<file path="src/rtl/fp16_norm_pack_pkg.sv">
// Shared widths, constants and FSM state encoding for the FP16 normalizer/packer.
package fp16_pkg;
    localparam int FP16_EXP_W   = 5;
    localparam int FP16_FRAC_W  = 10;
    localparam int FP16_MAG_W   = 12;
    localparam int FP16_EXP_MAX = 30;
    localparam logic [15:0] FP16_POS_INF = 16'h7C00;

    typedef enum logic [1:0] {
        IDLE = 2'd0,
        NORM = 2'd1,
        OUT  = 2'd2
    } state_t;
endpackage

</file>
<file path="src/rtl/fp16_norm_pack_if.sv">
// Operand/result handshake bundle; master drives operands, slave is the normalizer.
interface fp16_norm_pack_if import fp16_pkg::*; ();
    logic                  in_valid;
    logic                  in_ready;
    logic                  in_sign;
    logic [FP16_EXP_W-1:0] in_exp;
    logic [FP16_MAG_W-1:0] in_mag;
    logic                  out_valid;
    logic                  out_ready;
    logic [15:0]           out_data;
    logic                  out_ovf;
    logic                  out_unf;
    logic                  out_inexact;

    modport master (
        output in_valid, in_sign, in_exp, in_mag, out_ready,
        input  in_ready, out_valid, out_data, out_ovf, out_unf, out_inexact
    );

    modport slave (
        input  in_valid, in_sign, in_exp, in_mag, out_ready,
        output in_ready, out_valid, out_data, out_ovf, out_unf, out_inexact
    );
endinterface

</file>
<file path="src/rtl/fp16_norm_pack_rshift_round.sv">
// One-bit carry right shift of the magnitude; FP16_NORM_ROUND_EN adds ties-to-even rounding.
module fp16_rshift_round import fp16_pkg::*; (
    input  logic [FP16_MAG_W-1:0] mag_i,
    output logic [FP16_MAG_W-1:0] mag_o,
    output logic                  dropped_o
);
    logic [FP16_MAG_W-1:0] shifted;

    assign shifted   = mag_i >> 1;
    assign dropped_o = mag_i[0];

`ifdef FP16_NORM_ROUND_EN
    // A single dropped bit is always exactly half an ULP, so round up only to reach an even LSB.
    assign mag_o = (dropped_o && shifted[0]) ? shifted + 1'b1 : shifted;
`else
    assign mag_o = shifted;
`endif
endmodule

</file>
<file path="src/rtl/fp16_norm_pack.sv">
// Iterative FP16 post-adder normalizer and binary16 packer (one shift per cycle).
// Rounding on carry right-shifts is enabled by defining FP16_NORM_ROUND_EN.
module fp16_norm_pack import fp16_pkg::*; (
    input  logic               clk,
    input  logic               rst,
    fp16_norm_pack_if.slave    io
);
    state_t                state_q, state_d;
    logic                  sign_q, sign_d;
    logic [FP16_EXP_W-1:0] exp_q, exp_d;
    logic [FP16_MAG_W-1:0] mag_q, mag_d;
    logic                  inexact_q, inexact_d;
    logic [15:0]           data_q, data_d;
    logic                  ovf_q, ovf_d;
    logic                  unf_q, unf_d;
    logic                  inex_out_q, inex_out_d;

    logic [FP16_MAG_W-1:0] rs_mag;
    logic                  rs_dropped;

    fp16_rshift_round u_rshift (
        .mag_i     (mag_q),
        .mag_o     (rs_mag),
        .dropped_o (rs_dropped)
    );

    assign io.in_ready    = (state_q == IDLE) && !rst;
    assign io.out_valid   = (state_q == OUT);
    assign io.out_data    = data_q;
    assign io.out_ovf     = ovf_q;
    assign io.out_unf     = unf_q;
    assign io.out_inexact = inex_out_q;

    always_ff @(posedge clk) begin
        if (rst) begin
            state_q    <= IDLE;
            sign_q     <= 1'b0;
            exp_q      <= '0;
            mag_q      <= '0;
            inexact_q  <= 1'b0;
            data_q     <= 16'h0000;
            ovf_q      <= 1'b0;
            unf_q      <= 1'b0;
            inex_out_q <= 1'b0;
        end else begin
            state_q    <= state_d;
            sign_q     <= sign_d;
            exp_q      <= exp_d;
            mag_q      <= mag_d;
            inexact_q  <= inexact_d;
            data_q     <= data_d;
            ovf_q      <= ovf_d;
            unf_q      <= unf_d;
            inex_out_q <= inex_out_d;
        end
    end

    always_comb begin
        state_d    = state_q;
        sign_d     = sign_q;
        exp_d      = exp_q;
        mag_d      = mag_q;
        inexact_d  = inexact_q;
        data_d     = data_q;
        ovf_d      = ovf_q;
        unf_d      = unf_q;
        inex_out_d = inex_out_q;

        case (state_q)
            IDLE: begin
                if (io.in_valid) begin
                    sign_d    = io.in_sign;
                    exp_d     = io.in_exp;
                    mag_d     = io.in_mag;
                    inexact_d = 1'b0;
                    state_d   = NORM;
                end
            end
            NORM: begin
                ovf_d      = 1'b0;
                unf_d      = 1'b0;
                inex_out_d = inexact_q;
                if (mag_q == '0) begin
                    // Exact cancellation always yields +0.
                    data_d  = 16'h0000;
                    state_d = OUT;
                end else if (mag_q[FP16_MAG_W-1]) begin
                    if (exp_q == FP16_EXP_W'(FP16_EXP_MAX)) begin
                        data_d  = {sign_q, FP16_POS_INF[14:0]};
                        ovf_d   = 1'b1;
                        state_d = OUT;
                    end else begin
                        mag_d     = rs_mag;
                        exp_d     = exp_q + 1'b1;
                        inexact_d = inexact_q | rs_dropped;
                    end
                end else if (mag_q[FP16_FRAC_W]) begin
                    data_d  = {sign_q, exp_q, mag_q[FP16_FRAC_W-1:0]};
                    state_d = OUT;
                end else if (exp_q == FP16_EXP_W'(1)) begin
                    data_d  = {sign_q, {FP16_EXP_W{1'b0}}, mag_q[FP16_FRAC_W-1:0]};
                    unf_d   = 1'b1;
                    state_d = OUT;
                end else begin
                    mag_d = mag_q << 1;
                    exp_d = exp_q - 1'b1;
                end
            end
            OUT: begin
                if (io.out_ready) begin
                    state_d = IDLE;
                end
            end
            default: state_d = IDLE;
        endcase
    end
endmodule

</file>
<file path="src/flat_wrapper.sv">
// flat-port wrapper written by rule: the top's interface ports become plain ports
module fp16_norm_pack_flat import fp16_pkg::*;
  (clk, rst, io_in_valid, io_in_sign, io_in_exp, io_in_mag, io_out_ready, io_in_ready, io_out_valid, io_out_data, io_out_ovf, io_out_unf, io_out_inexact);
  fp16_norm_pack_if io_i ();
  input  logic clk;
  input  logic rst;
  input wire logic [$bits(io_i.in_valid)-1:0] io_in_valid;
  input wire logic [$bits(io_i.in_sign)-1:0] io_in_sign;
  input wire logic [$bits(io_i.in_exp)-1:0] io_in_exp;
  input wire logic [$bits(io_i.in_mag)-1:0] io_in_mag;
  input wire logic [$bits(io_i.out_ready)-1:0] io_out_ready;
  output wire logic [$bits(io_i.in_ready)-1:0] io_in_ready;
  output wire logic [$bits(io_i.out_valid)-1:0] io_out_valid;
  output wire logic [$bits(io_i.out_data)-1:0] io_out_data;
  output wire logic [$bits(io_i.out_ovf)-1:0] io_out_ovf;
  output wire logic [$bits(io_i.out_unf)-1:0] io_out_unf;
  output wire logic [$bits(io_i.out_inexact)-1:0] io_out_inexact;
  assign io_i.in_valid = io_in_valid;
  assign io_i.in_sign = io_in_sign;
  assign io_i.in_exp = io_in_exp;
  assign io_i.in_mag = io_in_mag;
  assign io_i.out_ready = io_out_ready;
  assign io_in_ready = io_i.in_ready;
  assign io_out_valid = io_i.out_valid;
  assign io_out_data = io_i.out_data;
  assign io_out_ovf = io_i.out_ovf;
  assign io_out_unf = io_i.out_unf;
  assign io_out_inexact = io_i.out_inexact;
  fp16_norm_pack u_core (.clk(clk), .rst(rst), .io(io_i));
endmodule
</file>
<file path="config.mk">
export PLATFORM = sky130hd
export DESIGN_NAME = fp16_norm_pack_flat
export DESIGN_NICKNAME = d
export VERILOG_FILES = /design/src/rtl/fp16_norm_pack_pkg.sv /design/src/rtl/fp16_norm_pack_if.sv /design/src/rtl/fp16_norm_pack_rshift_round.sv /design/src/rtl/fp16_norm_pack.sv /design/src/flat_wrapper.sv
export SDC_FILE = /design/constraint.sdc
export NUM_CORES = 1
export LEC_CHECK = 0
export BUFFER_PORTS_ARGS = -buffer_cell sky130_fd_sc_hd__buf_2
export CORE_ASPECT_RATIO = 0.7
export CORE_UTILIZATION = 39
export CTS_BUF_LIST = sky130_fd_sc_hd__clkbuf_4
export DETAILED_ROUTE_END_ITERATION = 8
export HOLD_SLACK_MARGIN = 0.15
export MAX_ROUTING_LAYER = met4
export PLACE_DENSITY_LB_ADDON = 0.15
export SLEW_MARGIN = 5
export SYNTH_ARGS = -nofsm -noshare
export SYNTH_HDL_FRONTEND = slang
export SYNTH_SLANG_ARGS = --single-unit
</file>
<file path="constraint.sdc">
create_clock -name clk -period 3.8 [get_ports clk]
set_input_delay 0.19 -clock clk [delete_from_list [all_inputs] [get_ports clk]]
set_output_delay 0.19 -clock clk [all_outputs]
set_load 0.01 [all_outputs]
</file>
# Yosys cells after proc, flatten, opt, wreduce, memory -nomap -nowiden
# Index checks and enable logic that the tools add are counted.
[classes] shift=0 div=0 n_lt_le_gt_ge=0 eq_ne=15 reduce_logical=13 bitwise=1 mux=39 multipliers=0 n_addsub=2
[ops] cell="two-way mux 16 bit" count=5
[ops] cell="two-way mux 12 bit" count=5
[ops] cell="two-way mux 5 bit" count=6
[ops] cell="one-hot mux 12 bit (2 select lines)" count=1
[ops] cell="two-way mux 2 bit" count=7
[ops] cell="zero test 12 bit" count=1
[ops] cell="two-way mux 1 bit" count=11
[ops] cell="two-way mux 11 bit" count=1
[ops] cell="one-hot mux 5 bit (2 select lines)" count=1
[ops] cell="inequality test 2 bit (second input constant)" count=4
[ops] cell="AND reduction 4 bit" count=2
[ops] cell="inequality test 3 x 2 -> 1 bit (second input constant)" count=2
[ops] cell="inequality test 3 bit (second input constant)" count=2
[ops] cell="one-hot mux 2 bit (3 select lines)" count=1
[ops] cell="AND reduction 3 bit" count=2
[ops] cell="AND reduction 6 bit" count=1
[ops] cell="adder 5 x 1 -> 5 bit (second input constant)" count=1
[ops] cell="equality test 5 x 1 -> 1 bit (second input constant)" count=1
[ops] cell="equality test 5 bit (second input constant)" count=1
[ops] cell="inequality test 5 x 1 -> 1 bit (second input constant)" count=1
[ops] cell="AND reduction 5 bit" count=1
[ops] cell="subtractor 5 x 1 -> 5 bit (second input constant)" count=1
[ops] cell="inequality test 4 bit (second input constant)" count=1
[ops] cell="nonzero test 4 bit" count=1
[ops] cell="10 further kinds" count=10
[word_totals] ramBits=0 inputBits=22 out_inout_bits=21 elab_cells=81 latch_bits=0 romBits=0 mem_count=0 regBits=40

# Logic depth before layout (Yosys ltp)
# Gate-level depths: netlist of run 1.
[logic_depth] ltp_word=6 ltp_mapped=10 ltp_nobuf=8

# Hierarchy
# From an unflattened synthesis of run 1, not the netlist that was laid out.
[hier_totals] hier_cells=227 hier_area_um2=2044.5
[modules_own_cells] mod="fp16_norm_pack" area_per_inst_um2=1943.1 cells_each=213 instances=1 seq_area_each_um2=800.8
[modules_own_cells] mod="fp16_rshift_round" area_per_inst_um2=101.3 cells_each=14 instances=1 seq_area_each_um2=0.0

# Worst setup path after synthesis of run 1
# Ideal clock, no wire load.
[synth_timing] path_kind="reg-to-reg" from="reg u_core.exp_q[0]" to="reg u_core.exp_q[3]" path_stages_with_launch=10 required_ps=3683 path_buffers=2 arrival_time_ps=1786 setup_time_ps=117 slack_ps=1897 period_less_slack_ps=1903 cell_sequence="dfxtp_1 > ha_1 > nor4b_2 > nor3_1 > a211o_1 > buf_4 > nand3_2 > inv_2 > buf_6 > a32o_1"
[synth_between] elab_chain_cells=6 elab_cells_between_ends=13 classes_between="add/sub (2); eq/ne (4); mux (6); reduce/logical (1)"
[synth_rtl] element="start, declared" line="fp16_norm_pack.sv:10" rtl="logic [FP16_EXP_W-1:0] exp_q, exp_d;"
[synth_rtl] element="start signal, assigned" line="fp16_norm_pack.sv:48" rtl="exp_q <= exp_d;"
[synth_rtl] element="subtractor 5 x 1 -> 5 bit" line="fp16_norm_pack.sv:106" rtl="exp_d = exp_q - 1'b1;"
[synth_rtl] element="two-way mux 5 bit" line="fp16_norm_pack.sv:100" rtl="end else if (exp_q == FP16_EXP_W'(1)) begin"
[synth_rtl] element="two-way mux 5 bit" line="fp16_norm_pack.sv:97" rtl="end else if (mag_q[FP16_FRAC_W]) begin"
[synth_rtl] element="two-way mux 5 bit" line="fp16_norm_pack.sv:87" rtl="end else if (mag_q[FP16_MAG_W-1]) begin"
[synth_rtl] element="two-way mux 5 bit" line="fp16_norm_pack.sv:83" rtl="if (mag_q == '0) begin"
[synth_rtl] element="one-hot mux 5 bit (2 select lines)" line="fp16_norm_pack.sv:69" rtl="case (state_q)"
# Several ways; a longest one is shown, not always the timed one. The select of a mux whose other input is x is not followed.
# A chain may end at the register's enable or synchronous reset.

# Worst setup path in the final report of run 1
[layout_timing] from="reg u_core.mag_q[11]" to="reg u_core.mag_q[1]"
[layout_between] elab_chain_cells=3 elab_cells_between_ends=9 classes_between="eq/ne (4); mux (3); reduce/logical (2)"
[layout_rtl] element="start, declared" line="fp16_norm_pack.sv:11" rtl="logic [FP16_MAG_W-1:0] mag_q, mag_d;"
[layout_rtl] element="start signal, assigned" line="fp16_norm_pack.sv:49" rtl="mag_q <= mag_d;"
[layout_rtl] element="zero test 12 bit / two-way mux 12 bit (equally long branches)" line="fp16_norm_pack.sv:83, fp16_norm_pack.sv:87"
[layout_rtl] element="inequality test 2 bit (no source line) / two-way mux 12 bit (equally long branches)"
[layout_rtl] element="AND reduction 6 bit (no source line) / one-hot mux 12 bit (2 select lines) (equally long branches)"
# Several ways; a longest one is shown, not always the timed one. The select of a mux whose other input is x is not followed.

==> run summary, run 1 <==
Status -> finished, final reports clean
CP Capture Type -> register
Synth warnings -> 0
Top cell type's share of synthesized area -> 40.3%
Clk slew on worst S/H paths -> 120 ps
Hold crit path type -> input port to register
Worst-margin pin slew -> 796 ps
F_max -> 383 MHz
# resized after CTS -> 0
Tcrit/Tclk final -> 68.7%
Drt wl/cell -> 15.1 µm
Peak supply drop -> 0.261 mV
Num CTS Buffers -> 5
Total negative slack -> 0 ps
Critical path class -> register to register
Layout fillers -> 503
Ys flop type -> dfxtp_1
I/O pin total -> 43
RSZ-0062 raised after global routing -> false
Die Wd -> 87.3 µm
Sequential share of the synthesized area -> 40.3%
Max clock buf depth -> 2
P_sw -> 0.672 mW
Final non-filler cell total -> 338
Avg Inst Size Synth -> 8.56 µm²
DR vias -> 1864
Largest area contributor in the netlist -> dfxtp_1
Fin crit period -> 2610 ps
Htree depth -> 2
Drc violations -> 0
Area grow syn2layout -> 16.4%
Final slew viol count -> 0
CTS tree -> done
Final GP Congestion -> 0.803
CP cell instances -> and2_1 > a211o_1 > nand3_2 > inv_2 > a22o_1
DRT Wirelength -> 5110 µm
Nets -> 295
Grt ovf -> 0
Dpl hpwl -> 3470 µm
Initial DRC Count -> 98
Clock root buffer -> clkbuf_4
Critical path peak fanout -> 25
Final Hold Fails -> 0
Final core occ -> 47.9%
Crit-path max cell delay -> 860 ps
Core area -> 0.00483 mm²
Vias/cell -> 5.51
CP Launch Type -> register
Dominant cells by area after synthesis -> dfxtp_1 40%, nor2_1 5.9%, a21oi_1 5.8%
Cells after Synth -> 232
Ant diodes -> 0
Distinct cells, synth -> 47
First-pass GRT wire length -> 8110 µm
CP required -> 4090 ps
Routed Antenna Nets -> 0
Number of max-cap violations -> 0
Pin count of the biggest net entering global routing -> 28
Starting Density -> 41.1%
Synthesized area -> 0.00199 mm²
Sink Count -> 40
WP data arrival -> 2910 ps
Sequential power share -> 43.4%
Register area -> 801 µm²
Vias in the first global route -> 1603
Net Count, Synth -> 258
DP Cell Count -> 327
Worst skew pair latency -> 350 ps
Combinational share of power -> 42.4%
Clock share of power -> 14.2%
Die Y -> 61.7 µm
Post-synth EDFFs -> 0
Final Skew -> 8.99 ps
Initial antenna violation count -> 0
Rel. slew slack -> 46.9%
Standard-cell rows -> 21
Setup violators final -> 0
Die Area -> 0.00539 mm²
Multi-input gate area -> 0.00107 mm²
Internal -> 0.841 mW
Port buffer count -> 42
1st-pass router iterations -> 4
Leak -> 0.942 nW
PwrDens -> 654 mW/mm²
Slowest-stage cell, CP -> dfxtp_1
Switch share -> 44.4%
GRT Total Usage -> 20.8%
Yosys reg bits -> 40
Share of cells above drive strength 1 -> 23.0%
Post-synthesis async set-or-reset flop share -> 0%
state kept, by name, indices dropped and copies added, names as in the netlist:
name,cells
u_core.inexact_q,1
u_core.state_q,2
u_core.io.out_unf,1
u_core.io.out_inexact,1
u_core.io.out_data,16
u_core.mag_q,12
u_core.io.out_ovf,1
u_core.exp_q,5
u_core.sign_q,1
cells in the mapped netlist (2+ instances only):
master	number
buf_2	3
o2bb2ai_1	5
nor4_2	2
nor2_1	31
a21oi_1	23
inv_1	7
nand4_1	3
a221oi_1	10
nor2b_1	2
nand3b_1	5
nor3_1	4
a41oi_1	2
o31ai_1	2
dfxtp_1	40
o21ai_1	2
o21a_1	2
a22o_1	13
ha_1	4
and2_1	2
clkbuf_1	15
nand2_1	18
a211oi_1	5
nand2b_1	3
nand3_1	5
o21ai_0	2
cell type report:
| cell class | count | share of cell area, % |
|---|---|---|
| repair buffers | 50 | 12.1 |
| clock buffers | 6 | 1.95 |
| multi-input cells | 164 | 46.1 |
| clock inverters | 1 | 0.216 |
| well taps | 69 | 3.73 |
| inverters | 8 | 1.30 |
| flip-flops and latches | 40 | 34.6 |
metrics by stage:
step           hold WS [ps]  area, µm²  worst slack, ps  total power [mW]
5_1_grt                 157       2310              969              1.63
2_1_floorplan           329       1990             1900              1.13
4_1_cts                 154       2310             1230              1.51
3_3_place_gp            420       2220             1330              1.29
6_report                167       2310             1190              1.51
3_5_place_dp            444       2220             1260              1.29
worst max-delay path, delay by kind of cell, from the launching register on:
family,cells,cell delay [ps]
AO/OA/AOI/OAI,2,780
AND/OR/NAND/NOR,2,680
flip-flops,1,860
buffers and inverters,1,220
worst paths after layout:
kind                                      startpoint                                  to  slack [ps]  cells past startpoint
hold reg to reg   u_core.io.out_inexact$_SDFFE_PP0N_  u_core.io.out_inexact$_SDFFE_PP0N_         460                      2
setup / recovery       u_core.mag_q[11]$_SDFFE_PP0P_        u_core.mag_q[1]$_SDFFE_PP0P_        1190                      5
hold / removal                          io_in_exp[3]        u_core.exp_q[3]$_SDFFE_PP0P_         170                      4
setup reg to reg       u_core.mag_q[11]$_SDFFE_PP0P_        u_core.mag_q[1]$_SDFFE_PP0P_        1190                      5
layer usage:
layer	track usage, %	wire [µm]	vias up
li1	-	-	929
met3	4.49	364	5
met4	4.22	31	0
met2	29.8	2070	65
met1	30.0	2650	865
met5	-	0	-
what timing repair did:
action,4_1_cts,5_1_grt
hold endpoints to repair,4,0
setup buffers,0,0
hold buffers,4,0
power groups by stage:
stage | clock, mW | combinational, mW | sequential [mW]
5_1_grt | 0.239 | 0.719 | 0.669
4_1_cts | 0.218 | 0.639 | 0.651
6_report | 0.215 | 0.642 | 0.656
3_3_place_gp | 0 | 0.635 | 0.659
2_1_floorplan | 0 | 0.536 | 0.593
3_5_place_dp | 0 | 0.633 | 0.660
cell usage in the layout (no fill, tap or decap), drive strengths merged, types with 2 or more instances in the layout:
cell type,synthesis,routed
o21ai,4,4
nand2,18,18
a221oi,10,10
buf,5,46
o21a,2,2
and2,2,2
a311oi,2,2
inv,8,8
a41oi,2,2
clkbuf,15,6
a22o,13,13
a211oi,5,5
nand3b,5,5
nor2,31,31
nand2b,3,3
nor2b,2,2
nor4,4,4
o31ai,2,2
nand3,6,6
o2bb2ai,5,5
a21oi,24,24
nand4,4,4
ha,4,4
dlygate4sd3,0,4
nor3,4,4
dfxtp,40,40
cell families (layout without fill, tap and decap cells):
kind of cell | Yosys count | in the layout | share of synthesized area [%]
buffers and inverters | 28 | 65 | 6.05
AO/OA/AOI/OAI | 77 | 77 | 28.8
adder cells (fa/ha/maj) | 4 | 4 | 2.52
XOR/XNOR | 1 | 1 | 0.441
flip-flops | 40 | 40 | 40.3
AND/OR/NAND/NOR | 82 | 82 | 21.9
No activity file was read; power rests on OpenSTA's default activity.
==> run 2, diff against run 1 <==
--- a/config.mk
+++ b/config.mk
@@ -5,6 +5,7 @@
 export SDC_FILE = /design/constraint.sdc
 export NUM_CORES = 1
 export LEC_CHECK = 0
+export ABC_AREA = 1
 export BUFFER_PORTS_ARGS = -buffer_cell sky130_fd_sc_hd__buf_2
 export CORE_ASPECT_RATIO = 0.7
 export CORE_UTILIZATION = 39
==> constraint.sdc (replaced) <==
create_clock -name clk -period 2.57 [get_ports clk]
set_input_delay 0.1285 -clock clk [delete_from_list [all_inputs] [get_ports clk]]
set_output_delay 0.1285 -clock clk [all_outputs]
set_load 0.01 [all_outputs]
==> run summary, run 2 <==
Vias in the first global route -> 2131 (+33%)
Final Hold Fails -> 0 (unchanged)
Worst Hold Depth -> 5 (+1)
DRT Wirelength -> 6040 µm (+18%)
Distinct cells, synth -> 28 (-40%)
Crit-path max cell delay -> 490 ps (-370 ps)
1st-pass router iterations -> 4 (unchanged)
Area grow syn2layout -> 15.7%
Post-synth EDFFs -> 0 (unchanged)
Cells after Synth -> 383 (+65%)
Fin crit period -> 2070 ps (-540 ps)
GRT Total Usage -> 21.2% (+0.41 points)
Commonest non-fill, non-tap cell in the layout -> nand2_1
First-pass GRT wire length -> 10200 µm (+26%)
Synthesized area -> 0.00239 mm² (+20%)
Net Count, Synth -> 409 (+59%)
R2R Path Start -> u_core.exp_q[1]$_SDFFE_PP0P_
WP data arrival -> 2330 ps (-580 ps)
Dominant cells by area after synthesis -> dfxtp_1 33%, nand2_1 19%, nor2_1 10%
Max clock buf depth -> 2 (unchanged)
CP required -> 2830 ps (-1260 ps)
Top-count cell post-synth -> nand2_1
I/O pin total -> 43 (unchanged)
Hold crit path type -> input port to register
Standard-cell rows -> 23 (+9.5%)
Tcrit/Tclk final -> 80.6% (+12 points)
Slowest-stage cell, CP -> dfxtp_1
FF-to-FF setup slack -> 500 ps (-690 ps)
Layout fillers -> 642 (+28%)
Synth warnings -> 0 (unchanged)
Clk slew on worst S/H paths -> 130 ps (about the same)
Initial antenna violation count -> 0 (unchanged)
Peak supply drop -> 0.402 mV (+54%)
Drt wl/cell -> 12.2 µm (-20%)
Max reg flops -> 16 (unchanged)
Most frequent cells in the layout -> 121 x nand2_1, 66 x nor2_1, 42 x buf_2
Initial DRC Count -> 130 (+33%)
Most frequent cells after synthesis -> 121 x nand2_1, 66 x nor2_1, 40 x dfxtp_1
Worst skew pair latency -> 350 ps (about the same)
F_max -> 483 MHz (+26%)
CP Launch Type -> register
Yosys reg bits -> 40 (unchanged)
Num CTS Buffers -> 5 (unchanged)
Leak -> 1.39 nW (+47%)
Hold path start -> io_in_exp[1]
Htree depth -> 2 (unchanged)
Avg Inst Size Synth -> 6.25 µm² (-27%)
Final Skew -> 6.03 ps (-2.96 ps)
Top cell type's share of synthesized area -> 33.5% (-6.8 points)
Sequential share of the synthesized area -> 33.5% (-6.8 points)
Total negative slack -> 0 ps (unchanged)
Core area -> 0.00581 mm² (+20%)
Critical path class -> register to register
Pin count of the biggest net entering global routing -> 28 (unchanged)
Number of max-cap violations -> 0 (unchanged)
Clock root buffer -> clkbuf_4
CTS tree -> done
Setup violators final -> 0 (unchanged)
R2r endpoint -> u_core.io.out_data[0]$_SDFFE_PP0P_
Final GP Congestion -> 0.849 (+5.7%)
Final slew viol count -> 0 (unchanged)
Die Y -> 67.5 µm (+9.4%)
Status -> finished, final reports clean
Grt ovf -> 0 (unchanged)
Final setup margin -> 499 ps (-690 ps)
Nets -> 448 (+52%)
CP Capture Type -> register
Ys flop type -> dfxtp_1
Cell repeated most along the worst path -> nand2_1
Dpl hpwl -> 4260 µm (+23%)
PwrDens -> 879 mW/mm² (+34%)
Port buffer count -> 42 (unchanged)
Routed Antenna Nets -> 0 (unchanged)
Hold EP -> u_core.exp_q[1]$_SDFFE_PP0P_
Critical path peak fanout -> 20 (-20%)
RSZ-0062 raised after global routing -> false
Vias/cell -> 4.79 (-13%)
Drc violations -> 0 (unchanged)
Rel. slew slack -> 49.3% (+2.4 points)
CP cell instances -> inv_1 > ha_1 > nand2_1 > nor2_2 > nor3_2 > nand2_2 > nand2_2 > nand2_1 > nand2_1 > nor2_1
Starting Density -> 41.2% (+0.078 points)
Die Wd -> 95.6 µm (+9.5%)
# Post-CTS Setup Buffers -> 0 (unchanged)
DR vias -> 2379 (+28%)
Largest area contributor in the netlist -> dfxtp_1
# resized after CTS -> 0 (unchanged)
Post-synthesis async set-or-reset flop share -> 0% (unchanged)
Ant diodes -> 0 (unchanged)
Hold-fix buffers, CTS -> 8 (+4)
Worst-margin pin slew -> 760 ps (-35.9 ps)
FF-to-FF path depth -> 10 (+5)
Pre-CTS setup slack -> 524 ps (-734 ps)
Die Area -> 0.00646 mm² (+20%)
Share of cells above drive strength 1 -> 18.5% (-4.6 points)
Sink Count -> 40 (unchanged)
-- run 2: cell count changes in the layout (fill, tap and decap cells not counted), moves of 10 or more --
| cell | previous run | this run |
|---|---|---|
| a221oi_1 | 10 | 0 |
| a22o_1 | 13 | 0 |
| inv_1 | 7 | 33 |
| nand2_1 | 18 | 121 |
| nand3_1 | 5 | 30 |
| nor2_1 | 31 | 66 |
-- run 2: logic make-up after synthesis --
family	synth area share (%)
buffers and inverters	10.4
DFF	33.5
AOI/OAI and AO/OA	6.85
and+or+nand+nor	47.2
adders and majority gates	2.09
-- run 2: area by class of cell --
class | instances | area (µm²) | area share, %
Inverter | 36 | 135 | 4.88
Sequential cell | 40 | 801 | 28.9
Clock buffer | 5 | 37.5 | 1.36
Clock inverter | 2 | 60.1 | 2.17
Tap cell | 75 | 93.8 | 3.39
Timing Repair Buffer | 51 | 298 | 10.8
Multi-Input combinational cell | 288 | 1340 | 48.5
-- run 2: critical path, delay by kind of cell, from the launching register on --
| kind | cells | cell delay (ps) |
|---|---|---|
| flip-flops | 1 | 490 |
| buffers and inverters | 1 | 110 |
| adder cells (fa/ha/maj) | 1 | 210 |
| AND/OR/NAND/NOR | 8 | 1160 |
-- run 2: report_power, final --
part | total, mW | switching [mW] | internal, mW
clock network | 0.521 | 0.223 | 0.298
registers | 0.894 | 0.153 | 0.741
logic | 1.02 | 0.664 | 0.355
-- run 2: how the worst max path moves through the flow --
stage / startpoint / end / slack (ps) / cells after the start
3_3_place_gp: u_core.exp_q[1]$_SDFFE_PP0P_ / u_core.io.out_data[3]$_SDFFE_PP0P_ / 540 / 10
6_report: u_core.exp_q[1]$_SDFFE_PP0P_ / u_core.io.out_data[0]$_SDFFE_PP0P_ / 500 / 10
4_1_cts: u_core.exp_q[1]$_SDFFE_PP0P_ / u_core.io.out_data[0]$_SDFFE_PP0P_ / 480 / 10
3_5_place_dp: u_core.exp_q[1]$_SDFFE_PP0P_ / u_core.io.out_data[1]$_SDFFE_PP0P_ / 520 / 10
5_1_grt: u_core.exp_q[1]$_SDFFE_PP0P_ / u_core.io.out_data[15]$_SDFFE_PP0P_ / 300 / 10
2_1_floorplan: u_core.exp_q[0]$_SDFFE_PP0P_ / u_core.mag_q[6]$_SDFFE_PP0P_ / 1000 / 12
-- run 2: metrics by stage --
| step | std cells | hold slack, ps | total power [mW] | cell area (µm²) | utilization, % |
|---|---|---|---|---|---|
| after floorplan | 383 | 300 | 1.71 | 2390 | - |
| after global placement | 482 | 390 | 1.89 | 2590 | 44.6 |
| after detailed placement | 482 | 397 | 1.91 | 2590 | 44.6 |
| after CTS | 497 | 153 | 2.44 | 2770 | 47.6 |
| after global routing | 497 | 181 | 2.65 | 2770 | 47.6 |
| final | 497 | 155 | 2.43 | 2770 | 47.6 |
-- run 2: per-layer routing --
| layer | part of all wire [%] | GRT usage [%] | vias up |
|---|---|---|---|
| met4 | 0.66 | 5.04 | 0 |
| met3 | 4.4 | 4.62 | 7 |
| li1 | - | - | 1267 |
| met1 | 51 | 28.4 | 1051 |
| met5 | 0 | - | - |
| met2 | 44 | 32.5 | 54 |
==> run 3, diff against run 2 <==
--- a/config.mk
+++ b/config.mk
@@ -5,7 +5,7 @@
 export SDC_FILE = /design/constraint.sdc
 export NUM_CORES = 1
 export LEC_CHECK = 0
-export ABC_AREA = 1
+export ABC_AREA = 0
 export BUFFER_PORTS_ARGS = -buffer_cell sky130_fd_sc_hd__buf_2
 export CORE_ASPECT_RATIO = 0.7
 export CORE_UTILIZATION = 39
==> constraint.sdc (replaced) <==
create_clock -name clk -period 1.8 [get_ports clk]
set_input_delay 0.09 -clock clk [delete_from_list [all_inputs] [get_ports clk]]
set_output_delay 0.09 -clock clk [all_outputs]
set_load 0.01 [all_outputs]
==> run summary, run 3 (synthesis gave the netlist of run 1 again) <==
Status -> complete, but fails checks
Failing checks -> setup timing
Htree depth -> 2 (unchanged)
First-pass GRT wire length -> 9300 µm (-9.2%)
Setup violators final -> 24 (+24)
Switch share -> 41.9% (-0.85 points)
Leak -> 1.37 nW (-1.1%)
DRT Wirelength -> 6420 µm (+6.2%)
Starting Density -> 41.1% (-0.078 points)
Nets -> 368 (-18%)
Buffers and inverters on the worst path -> 3 (+2)
Critical path class -> register to register
CP cell instances -> inv_4 > ha_4 > nor4b_4 > nor3_2 > a211o_1 > buf_6 > nand3_4 > clkinv_4 > a32o_1
Sequential power share -> 28.1% (-8.6 points)
Most frequent cells in the layout -> 50 x buf_4, 42 x buf_2, 37 x dfxtp_1
GRT Total Usage -> 24.1% (+2.9 points)
WP data arrival -> 2160 ps (-170 ps)
I/O pin total -> 43 (unchanged)
Standard-cell rows -> 21 (-8.7%)
Port buffer count -> 42 (unchanged)
Initial antenna violation count -> 0 (unchanged)
Die Area -> 0.00539 mm² (-17%)
CP Capture Type -> register
Rel. slew slack -> 69.4% (+20 points)
Core area -> 0.00483 mm² (-17%)
Routed Antenna Nets -> 0 (unchanged)
P_sw -> 1.90 mW (+83%)
DR vias -> 2227 (-6.4%)
Tcrit/Tclk final -> 107% (+26 points)
Dpl hpwl -> 4070 µm (-4.3%)
Final GP Congestion -> 0.868 (+2.3%)
Area grow syn2layout -> 62.8%
Sink Count -> 40 (unchanged)
Initial DRC Count -> 140 (+7.7%)
Min Hold Slack -> 176 ps (+20.6 ps)
Num CTS Buffers -> 5 (unchanged)
Grt ovf -> 0 (unchanged)
Fin crit period -> 1920 ps (-153 ps)
RSZ-0062 raised after global routing -> true
Pin count of the biggest net entering global routing -> 25 (-11%)
Drc violations -> 0 (unchanged)
CP required -> 2040 ps (-790 ps)
Crit-path max cell delay -> 380 ps (-110 ps)
Die Wd -> 87.3 µm (-8.7%)
Final setup margin -> -118 ps (-617 ps)
Internal -> 2.63 mW (+89%)
DP Cell Count -> 363 (-25%)
Clock root buffer -> clkbuf_4
Die Y -> 61.7 µm (-8.6%)
Final Skew -> 8.98 ps (+2.95 ps)
Crit-path leading delay family -> compound AO/OA/AOI/OAI gates
Share of cells above drive strength 1 -> 46.6% (+28 points)
Number of max-cap violations -> 0 (unchanged)
Final Hold Fails -> 0 (unchanged)
Worst-margin pin slew -> 459 ps (-301 ps)
Drt wl/cell -> 15.6 µm (+28%)
Max reg flops -> 16 (unchanged)
PwrDens -> 1400 mW/mm² (+59%)
1st-pass router iterations -> 4 (unchanged)
Combinational share of power -> 58.5% (+17 points)
Final non-filler cell total -> 412 (-17%)
Clk slew on worst S/H paths -> 120 ps (about the same)
Slowest-stage cell, CP -> dfxtp_4
Layout fillers -> 413 (-36%)
F_max -> 521 MHz (+8.0%)
Final core occ -> 66.9% (+19 points)
Pre-CTS setup slack -> -217 ps (-740 ps)
Commonest non-fill, non-tap cell in the layout -> buf_4
Worst skew pair latency -> 340 ps (about the same)
Ant diodes -> 0 (unchanged)
Max clock buf depth -> 2 (unchanged)
Hold crit path type -> input port to register
Critical path peak fanout -> 7 (-65%)
Vias/cell -> 5.41 (+13%)
Total Power -> 4.53 mW (+86%)
Peak supply drop -> 0.751 mV (+87%)
CP Launch Type -> register
Vias in the first global route -> 1860 (-13%)
CTS tree -> done
Final slew viol count -> 0 (unchanged)
Clock share of power -> 13.4% (-8.0 points)
==> run 3: cell types whose count changed in the layout (fill, tap and decap cells not counted), moves of 9 or more <==
cell           delta
or2_2             -9
nand2_1         -104
inv_1            -28
buf_6             +9
buf_4            +49
a22o_1           +13
dlygate4sd3_1    +11
nand3_1          -27
nor2_1           -37
==> run 3: worst register-to-register path, stage by stage, from the launching register on <==
cell	delay [ps]
dfxtp_4	380
inv_4	60
ha_4	110
nor4b_4	220
nor3_2	100
a211o_1	340
buf_6	170
nand3_4	110
clkinv_4	120
a32o_1	220
==> run 3: power by group through the flow <==
stage / combinational, mW / clock, mW / sequential (mW)
3_5_place_dp: 1.98 / 0 / 1.27
6_report: 2.65 / 0.605 / 1.27
4_1_cts: 2.12 / 0.614 / 1.26
5_1_grt: 2.84 / 0.655 / 1.30
2_1_floorplan: 1.18 / 0 / 1.28
3_3_place_gp: 1.97 / 0 / 1.27
==> run 3: final timing paths <==
kind | from | end | slack, ps | cells after the start
setup / recovery | u_core.exp_q[1]$_SDFFE_PP0P_ | u_core.exp_q[3]$_SDFFE_PP0P_ | -120 | 9
hold / removal | io_in_exp[0] | u_core.exp_q[0]$_SDFFE_PP0P_ | 180 | 3
setup reg to reg | u_core.exp_q[1]$_SDFFE_PP0P_ | u_core.exp_q[3]$_SDFFE_PP0P_ | -120 | 9
hold reg to reg | u_core.io.out_unf$_SDFFE_PP0N_ | u_core.io.out_unf$_SDFFE_PP0N_ | 450 | 2
==> run 3: stage by stage <==
stage	cell area, µm²	TNS [ps]
after detailed placement	2550	-3140
after global placement	2550	-2470
after CTS	2930	-1590
after floorplan	2040	0
after global routing	3240	-4390
final	3240	-1380
==> run 3: layer usage <==
layer,vias to the layer above,routed length [µm],GRT usage (%)
li1,1083,-,-
met5,-,0,-
met4,0,85,4.22
met3,10,437,4.49
met2,80,2780,34.4
met1,1054,3110,35.5
==> run 3: cell type report <==
cell class | count | area (µm²) | share of cell area, %
multi-input combinational | 165 | 1320 | 40.8
timing repair buffer | 121 | 897 | 27.7
inverter | 8 | 37.5 | 1.16
timing repair inverter | 1 | 6.26 | 0.193
sequential | 40 | 810 | 25.0
clock inverter | 2 | 35.0 | 1.08
clock buffer | 6 | 45.0 | 1.39
tap | 69 | 86.3 | 2.67
==> run 3: repair_timing <==
item,in CTS,in global routing
pin swaps,3,19
gates cloned,0,2
buffers inserted,12,10
hold buffers,19,0
setup endpoints to repair,31,35
hold endpoints to repair,18,0
resized for setup,6,48
